`config.mk`:
```
export PLATFORM = sky130hd
export DESIGN_NAME = jtag_dr_chain_flat
export DESIGN_NICKNAME = d
export VERILOG_FILES = /design/src/rtl/jtag_dr_chain_pkg.sv /design/src/rtl/jtag_dr_chain_if.sv /design/src/rtl/jtag_dr_chain_update_bank.sv /design/src/rtl/jtag_dr_chain.sv /design/src/flat_wrapper.sv
export SDC_FILE = /design/constraint.sdc
export NUM_CORES = 1
export LEC_CHECK = 0
export ABC_AREA = 1
export ABC_CLOCK_PERIOD_IN_PS = 2600
export BUFFER_PORTS_ARGS = -buffer_cell sky130_fd_sc_hd__buf_2
export CAP_MARGIN = 20
export CORE_MARGIN = 3
export CORE_UTILIZATION = 34
export CTS_CLUSTER_DIAMETER = 50
export DETAILED_ROUTE_END_ITERATION = 8
export SKIP_CTS_REPAIR_TIMING = 1
export SKIP_LAST_GASP = 1
export SYNTH_ARGS = -nofsm -noshare
export SYNTH_HDL_FRONTEND = slang
export SYNTH_SLANG_ARGS = --single-unit
export TNS_END_PERCENT = 50
```
`constraint.sdc`:
```
create_clock -name i_tclk -period 2.6 [get_ports i_tclk]
set_input_delay 0.26 -clock i_tclk [delete_from_list [all_inputs] [get_ports i_tclk]]
set_output_delay 0.26 -clock i_tclk [all_outputs]
set_load 0.01 [all_outputs]
```
`src/rtl/jtag_dr_chain_pkg.sv`:
```
// jtag_dr_chain_pkg: shared JTAG data-register constants, op decode type and width helper
package jtag_dr_chain_pkg;
  localparam int JTAG_DR_NUM_REGS = 4;
  localparam int JTAG_DR_MAX_W = 32;
  typedef enum logic [2:0] {DR_IDLE, DR_TLR, DR_CAPTURE, DR_SHIFT, DR_UPDATE} dr_op_e;
  function automatic int sel_width(input int n);
    return n > 1 ? $clog2(n) : 1;
  endfunction
endpackage

```
`src/rtl/jtag_dr_chain_if.sv`:
```
// jtag_dr_chain_if: TAP-side and test-data-register-side signals of the DR chain
interface jtag_dr_chain_if
  import jtag_dr_chain_pkg::*;
#(
  parameter int NUM_REGS = JTAG_DR_NUM_REGS,
  parameter int MAX_W = JTAG_DR_MAX_W,
  parameter int SEL_W = sel_width(NUM_REGS),
  parameter int LEN_W = $clog2(MAX_W + 1),
  parameter int CNT_W = LEN_W + 1
);
  logic i_tdi;
  logic o_tdo;
  logic i_stateIsTestLogicReset;
  logic i_stateIsCaptureDr;
  logic i_stateIsShiftDr;
  logic i_stateIsUpdateDr;
  logic i_bypass;
  logic [SEL_W-1:0] i_sel;
  logic [LEN_W-1:0] i_len;
  logic [NUM_REGS*MAX_W-1:0] i_captureData;
  logic [NUM_REGS*MAX_W-1:0] o_updateData;
  logic [NUM_REGS-1:0] o_updateStrobe;
  logic [CNT_W-1:0] o_scanCount;
  logic o_lenMismatch;
  modport master (
    output i_tdi, i_stateIsTestLogicReset, i_stateIsCaptureDr, i_stateIsShiftDr, i_stateIsUpdateDr,
    output i_bypass, i_sel, i_len, i_captureData,
    input o_tdo, o_updateData, o_updateStrobe, o_scanCount, o_lenMismatch
  );
  modport slave (
    input i_tdi, i_stateIsTestLogicReset, i_stateIsCaptureDr, i_stateIsShiftDr, i_stateIsUpdateDr,
    input i_bypass, i_sel, i_len, i_captureData,
    output o_tdo, o_updateData, o_updateStrobe, o_scanCount, o_lenMismatch
  );
endinterface

```
`src/rtl/jtag_dr_chain_update_bank.sv`:
```
// jtag_dr_updateBank: shadow update registers and one-cycle commit strobes
module jtag_dr_updateBank #(
  parameter int NUM_REGS = 4,
  parameter int MAX_W = 32,
  parameter int SEL_W = 2,
  parameter int LEN_W = 6
) (
  input  logic i_tclk,
  input  logic i_trst_n,
  input  logic commit,
  input  logic clr,
  input  logic [SEL_W-1:0] sel_q,
  input  logic [MAX_W-1:0] data,
  input  logic [LEN_W-1:0] len_q,
  output logic [NUM_REGS*MAX_W-1:0] update_data,
  output logic [NUM_REGS-1:0] update_strobe
);
  logic [MAX_W-1:0] mask;
  always_comb
    for (int i = 0; i < MAX_W; i++) mask[i] = i < int'(len_q);
  always_ff @(posedge i_tclk or negedge i_trst_n)
    if (!i_trst_n) begin
      update_data <= '0;
      update_strobe <= '0;
    end else if (clr) begin
      update_data <= '0;
      update_strobe <= '0;
    end else begin
      update_strobe <= commit ? NUM_REGS'(1) << sel_q : '0;
      if (commit) update_data[int'(sel_q)*MAX_W +: MAX_W] <= data & mask;
    end
endmodule

```
`src/rtl/jtag_dr_chain.sv`:
```
// jtag_dr_chain: multi-register JTAG DR shift path with bypass, length check and shadow update; JTAG_TDO_NEGEDGE_EN moves TDO to a falling-edge flop
module jtag_dr_chain
  import jtag_dr_chain_pkg::*;
#(
  parameter int NUM_REGS = JTAG_DR_NUM_REGS,
  parameter int MAX_W = JTAG_DR_MAX_W,
  parameter int SEL_W = sel_width(NUM_REGS),
  parameter int LEN_W = $clog2(MAX_W + 1),
  parameter int CNT_W = LEN_W + 1
) (
  input logic i_tclk,
  input logic i_trst_n,
  jtag_dr_chain_if.slave bus
);
  dr_op_e op;
  logic sel_ok, cap_byp, bypass_q, mismatch, commit;
  logic [SEL_W-1:0] sel_idx, sel_q;
  logic [LEN_W-1:0] eff_len, len_q;
  logic [CNT_W-1:0] count;
  logic [MAX_W-1:0] cap_slice, len_mask, tdi_vec, shift_reg;
  always_comb begin
    op = bus.i_stateIsTestLogicReset ? DR_TLR :
         bus.i_stateIsCaptureDr ? DR_CAPTURE :
         bus.i_stateIsShiftDr ? DR_SHIFT :
         bus.i_stateIsUpdateDr ? DR_UPDATE : DR_IDLE;
    sel_ok = int'(bus.i_sel) < NUM_REGS;
    cap_byp = bus.i_bypass || !sel_ok;
    sel_idx = sel_ok ? bus.i_sel : '0;
    eff_len = cap_byp || bus.i_len == '0 ? LEN_W'(1) :
              int'(bus.i_len) > MAX_W ? LEN_W'(MAX_W) : bus.i_len;
    cap_slice = bus.i_captureData[int'(sel_idx)*MAX_W +: MAX_W];
    for (int i = 0; i < MAX_W; i++) len_mask[i] = i < int'(eff_len);
    tdi_vec = MAX_W'(bus.i_tdi) << (len_q - LEN_W'(1));
    commit = op == DR_UPDATE && !bypass_q && count == {1'b0, len_q};
  end
  always_ff @(posedge i_tclk or negedge i_trst_n)
    if (!i_trst_n) begin
      shift_reg <= '0;
      len_q <= '0;
      bypass_q <= 1'b0;
      sel_q <= '0;
      count <= '0;
      mismatch <= 1'b0;
    end else if (op == DR_TLR) begin
      shift_reg <= '0;
      count <= '0;
      mismatch <= 1'b0;
    end else if (op == DR_CAPTURE) begin
      bypass_q <= cap_byp;
      sel_q <= bus.i_sel;
      len_q <= eff_len;
      shift_reg <= cap_byp ? '0 : cap_slice & len_mask;
      count <= '0;
      mismatch <= 1'b0;
    end else if (op == DR_SHIFT) begin
      shift_reg <= (shift_reg >> 1) | tdi_vec;
      count <= &count ? count : count + CNT_W'(1);
    end else if (op == DR_UPDATE && !bypass_q && !commit)
      mismatch <= 1'b1;
  jtag_dr_updateBank #(
    .NUM_REGS(NUM_REGS), .MAX_W(MAX_W), .SEL_W(SEL_W), .LEN_W(LEN_W)
  ) u_bank (
    .i_tclk(i_tclk),
    .i_trst_n(i_trst_n),
    .commit(commit),
    .clr(op == DR_TLR),
    .sel_q(sel_q),
    .data(shift_reg),
    .len_q(len_q),
    .update_data(bus.o_updateData),
    .update_strobe(bus.o_updateStrobe)
  );
  assign bus.o_scanCount = count;
  assign bus.o_lenMismatch = mismatch;
`ifdef JTAG_TDO_NEGEDGE_EN
  logic tdo_q;
  always_ff @(negedge i_tclk or negedge i_trst_n)
    if (!i_trst_n) tdo_q <= 1'b0;
    else tdo_q <= shift_reg[0];
  assign bus.o_tdo = tdo_q;
`else
  assign bus.o_tdo = shift_reg[0];
`endif
endmodule

```
`src/flat_wrapper.sv`:
```
// flat-port wrapper written by rule: the top's interface ports become plain ports
module jtag_dr_chain_flat import jtag_dr_chain_pkg::*;
#(
  parameter int NUM_REGS = JTAG_DR_NUM_REGS,
  parameter int MAX_W = JTAG_DR_MAX_W,
  parameter int SEL_W = sel_width(NUM_REGS),
  parameter int LEN_W = $clog2(MAX_W + 1),
  parameter int CNT_W = LEN_W + 1
)
  (i_tclk, i_trst_n, bus_i_tdi, bus_i_stateIsTestLogicReset, bus_i_stateIsCaptureDr, bus_i_stateIsShiftDr, bus_i_stateIsUpdateDr, bus_i_bypass, bus_i_sel, bus_i_len, bus_i_captureData, bus_o_tdo, bus_o_updateData, bus_o_updateStrobe, bus_o_scanCount, bus_o_lenMismatch);
  jtag_dr_chain_if #(.NUM_REGS(NUM_REGS), .MAX_W(MAX_W), .SEL_W(SEL_W), .LEN_W(LEN_W), .CNT_W(CNT_W)) bus_i ();
  input logic i_tclk;
  input logic i_trst_n;
  input wire logic [$bits(bus_i.i_tdi)-1:0] bus_i_tdi;
  input wire logic [$bits(bus_i.i_stateIsTestLogicReset)-1:0] bus_i_stateIsTestLogicReset;
  input wire logic [$bits(bus_i.i_stateIsCaptureDr)-1:0] bus_i_stateIsCaptureDr;
  input wire logic [$bits(bus_i.i_stateIsShiftDr)-1:0] bus_i_stateIsShiftDr;
  input wire logic [$bits(bus_i.i_stateIsUpdateDr)-1:0] bus_i_stateIsUpdateDr;
  input wire logic [$bits(bus_i.i_bypass)-1:0] bus_i_bypass;
  input wire logic [$bits(bus_i.i_sel)-1:0] bus_i_sel;
  input wire logic [$bits(bus_i.i_len)-1:0] bus_i_len;
  input wire logic [$bits(bus_i.i_captureData)-1:0] bus_i_captureData;
  output wire logic [$bits(bus_i.o_tdo)-1:0] bus_o_tdo;
  output wire logic [$bits(bus_i.o_updateData)-1:0] bus_o_updateData;
  output wire logic [$bits(bus_i.o_updateStrobe)-1:0] bus_o_updateStrobe;
  output wire logic [$bits(bus_i.o_scanCount)-1:0] bus_o_scanCount;
  output wire logic [$bits(bus_i.o_lenMismatch)-1:0] bus_o_lenMismatch;
  assign bus_i.i_tdi = bus_i_tdi;
  assign bus_i.i_stateIsTestLogicReset = bus_i_stateIsTestLogicReset;
  assign bus_i.i_stateIsCaptureDr = bus_i_stateIsCaptureDr;
  assign bus_i.i_stateIsShiftDr = bus_i_stateIsShiftDr;
  assign bus_i.i_stateIsUpdateDr = bus_i_stateIsUpdateDr;
  assign bus_i.i_bypass = bus_i_bypass;
  assign bus_i.i_sel = bus_i_sel;
  assign bus_i.i_len = bus_i_len;
  assign bus_i.i_captureData = bus_i_captureData;
  assign bus_o_tdo = bus_i.o_tdo;
  assign bus_o_updateData = bus_i.o_updateData;
  assign bus_o_updateStrobe = bus_i.o_updateStrobe;
  assign bus_o_scanCount = bus_i.o_scanCount;
  assign bus_o_lenMismatch = bus_i.o_lenMismatch;
  jtag_dr_chain #(.NUM_REGS(NUM_REGS), .MAX_W(MAX_W), .SEL_W(SEL_W), .LEN_W(LEN_W), .CNT_W(CNT_W)) u_core (.i_tclk(i_tclk), .i_trst_n(i_trst_n), .bus(bus_i));
endmodule
```
==> key figures <==
Synth
  • Post-synth top flop: dfrtp_1
  • Synthesized instance count: 1515
  • Synth Area in Simple Gates: 37.6%
  • Synth Area in Compound Gates: 10.7%
  • Syn_area_per_cell: 6.90 um^2
  • Post-synthesis sequential area ratio: 43.4%
  • XOR/XNOR share of the synthesized area: 0.335%
  • Area share of fa/ha/maj cells after synthesis: 1.44%
  • Post-synth EDFFs: 0
  • Yosys warning count: 0
  • Mux share of post-synthesis cell area: 0%
  • Synthesized area: 0.0104 mm^2
  • Syn nets: 1671
  • Netlist cell types: 38
  • #FFs+latches synth: 181
  • Largest family of logic cells by synthesized area: simple AND/OR/NAND/NOR gates
  • Asr flop ratio synth: 100%

Cells and area
  • Count of non-filler cells in the finished layout: 2176
  • Area delta synth->final: 24.0%
  • Final nets: 1928
  • Largest register FFs: 128
  • Multi-input gate area: 0.00525 mm^2
  • Finished Cell Area: 0.0130 mm^2
  • Layout cells sized above 1: 21.7%
  • Fillers: 3211
  • Seq. cell area: 0.00453 mm^2

Route
  • Drt drc: 0
  • Met3 routed WL: 2520 um
  • Post-Route WL: 38400 um
  • DRT Pass-1 Iters: 5
  • Metal-1 WL: 17000 um
  • Avg Vias per Cell: 5.11
  • Post-DRT Antenna Nets: 0
  • Total number of vias: 11100
  • Initial drt markers: 1073
  • DR top layer: met4
  • Met2 WL: 17900 um
  • WL/cell: 17.6 um

Timing
  • Setup TNS: 0 ps
  • Max-slew violations: 0
  • Slew @ Worst Pin: 832 ps
  • Post-layout min period: 2320 ps
  • Final setup viols: 0
  • Final hold violation count: 0
  • Rel. slew slack: 44.4%
  • FMAX: 0.431 GHz
  • Final worst path period share: 89.3%
  • RSZ-0062 raised after global routing: no
  • Worst Clk Skew: 16.6 ps

Die
  • Core area: 0.0300 mm^2
  • Die footprint: 0.0329 mm^2
  • Die boundary height: 181 um
  • Site Rows: 63
  • Initial Util: 34.9%
  • Io pins: 285
  • Chip width: 181 um

Setup path
  • Req. time, crit path: 2900 ps
  • Crit path max-delay family: simple AND/OR/NAND/NOR gates
  • Worst setup path category: register to register
  • Largest fanout on the critical path: 64
  • Cell Chain, Critical Path: inv_2, nand2_1, nand2_1, nor3_1, nand3_2, nand2_4, nand2_4, nand2_1, o21ai_1
  • CP max-delay cell: dfrtp_1
  • Reg2reg start: u_core.len_q[4]$_DFFE_PN0P_
  • Buffer and inverter count on the worst path: 1
  • Arrival time worst endpoint: 2630 ps
  • R2r worst-path depth: 9
  • CP most frequent cell: nand2_1
  • R2r setup slk: 280 ps
  • Worst reg2reg endpoint: u_core.u_bank.update_data[121]$_DFFE_PN0P_
  • Critical path endpoint category: register
  • Crit-path max cell delay: 610 ps
  • Startpoint types: register

Placed design
  • Placed Area: 0.0123 mm^2
  • Inst Count DP: 2142
  • Gpl congestion: 0.947
  • Detailed Place HPWL: 30100 um
  • IO buf count: 284

GRT
  • First-pass GRT wire length: 60300 um
  • Initial antenna violation count: 1
  • Remaining global-route overflow: 0
  • Largest net degree at the start of global routing: 69
  • Vias in the first global route: 10500
  • GRT Total Usage: 23.1%

Power
  • Total power: 7.00 mW
  • Peak supply drop: 0.470 mV
  • Static leakage: 6.64 nW
  • Power density cells: 540 mW/mm^2

Flow run
  • Max_cap viols: 0

Clocking
  • Htree depth: 4
  • CTS buffer count: 17
  • Clk_lat worst skew: 440 ps
  • Max Root-Sink Buffers: 2
  • Sink Count: 181
  • CTS root buffer: clkbuf_16
  • Clock-pin slew on the worst setup and hold paths: 80 ps
  • CTS tree: built

Worst hold path
  • Worst hold path stage count: 4
  • Hold Crit Class: input port to register
  • WHS Endpoint: u_core.shift_reg[18]$_DFFE_PN0P_
  • Hold Path Origin: bus_i_stateIsCaptureDr

Outcome
  • Status: finished, final reports clean
## stage by stage
step / setup WS (ps) / util (%) / hold slack [ps]
6_report: 278 / 43.2 / 239
5_1_grt: 42.7 / 43.2 / 251
4_1_cts: 274 / 43.2 / -175
3_5_place_dp: 297 / 41.1 / 291
3_3_place_gp: 330 / 41.1 / 288
2_1_floorplan: 134 / - / -35.6
## power by group
group          switching [mW]  internal [mW]  total, mW
Combinational           0.997          0.396       1.39
Sequential             0.0669           2.86       2.93
Clock                    1.35           1.33       2.67
Total                    2.41           4.59       7.00
## how the worst max path moves through the flow
stage                                 from                                    endpoint  slack (ps)  cells past startpoint
3_5_place_dp   u_core.len_q[4]$_DFFE_PN0P_  u_core.u_bank.update_data[121]$_DFFE_PN0P_         300                      9
3_3_place_gp   u_core.len_q[4]$_DFFE_PN0P_   u_core.u_bank.update_data[61]$_DFFE_PN0P_         330                      9
2_1_floorplan  u_core.sel_q[0]$_DFFE_PN0P_   u_core.u_bank.update_data[20]$_DFFE_PN0P_         130                     10
4_1_cts        u_core.len_q[4]$_DFFE_PN0P_  u_core.u_bank.update_data[114]$_DFFE_PN0P_         270                      9
6_report       u_core.len_q[4]$_DFFE_PN0P_  u_core.u_bank.update_data[121]$_DFFE_PN0P_         280                      9
5_1_grt        u_core.len_q[4]$_DFFE_PN0P_  u_core.u_bank.update_data[100]$_DFFE_PN0P_          40                      9
## cell type report
class	instances	area share, %
repair buffers	323	13.6
inverters	80	2.34
well taps	390	3.77
diodes	1	0.0193
multi-input cells	1169	40.5
clock buffers	17	3.28
flip-flops and latches	181	35.0
clock inverters	15	1.54
## logic make-up (layout without fill, tap and decap cells)
group           Yosys count  count (layout)
xor+xnor                  4               4
buf+inv                 165             435
other cells               0               1
fa+ha+maj                12              12
simple gates            938             938
compound gates          215             215
flops                   181             181
## cell usage after synthesis, types with 2 or more instances
master | number | area [um^2]
nand2_1 | 534 | 2000
dfrtp_1 | 181 | 4530
nor2_1 | 179 | 672
nand3_1 | 168 | 841
o21ai_1 | 98 | 490
o21ai_0 | 75 | 375
inv_1 | 68 | 255
clkbuf_1 | 47 | 176
buf_2 | 27 | 135
a21oi_1 | 20 | 100
nor3_1 | 15 | 75.1
o22ai_1 | 14 | 87.6
ha_1 | 12 | 150
nand4_1 | 11 | 68.8
nand3b_1 | 9 | 67.6
inv_2 | 8 | 30.0
or2_2 | 7 | 43.8
buf_4 | 6 | 45.0
nand2_4 | 5 | 56.3
buf_1 | 3 | 11.3
clkinv_1 | 3 | 11.3
nor2_2 | 3 | 18.8
o211ai_1 | 3 | 22.5
xor2_1 | 3 | 26.3
buf_6 | 2 | 22.5
o21a_1 | 2 | 15.0
## worst reg2reg max path, stage by stage, from the launching register on
cell and delay, ps:
dfrtp_1 610, inv_2 100, nand2_1 80, nand2_1 60, nor3_1 270, nand3_2 240
nand2_4 170, nand2_4 350, nand2_1 230, o21ai_1 80
## cell usage in the layout (no fill, tap or decap), drive strengths merged, types with 7 or more instances in the layout
master and count:
nand2 539, or2 7, o22ai 14, nor3 17
buf 322, o21ai 174, ha 12, clkbuf 17
inv 84, a21oi 20, nor2 183, nand3b 9
dfrtp 181, nand4 11, clkinv 11, nand3 169
## routing by layer
layer	up-vias	GRT usage, %
met5	-	0
met4	0	6.52
met3	39	3.22
met2	444	38.2
met1	5223	31.6
li1	5415	-
No activity file was read; power rests on OpenSTA's default activity.
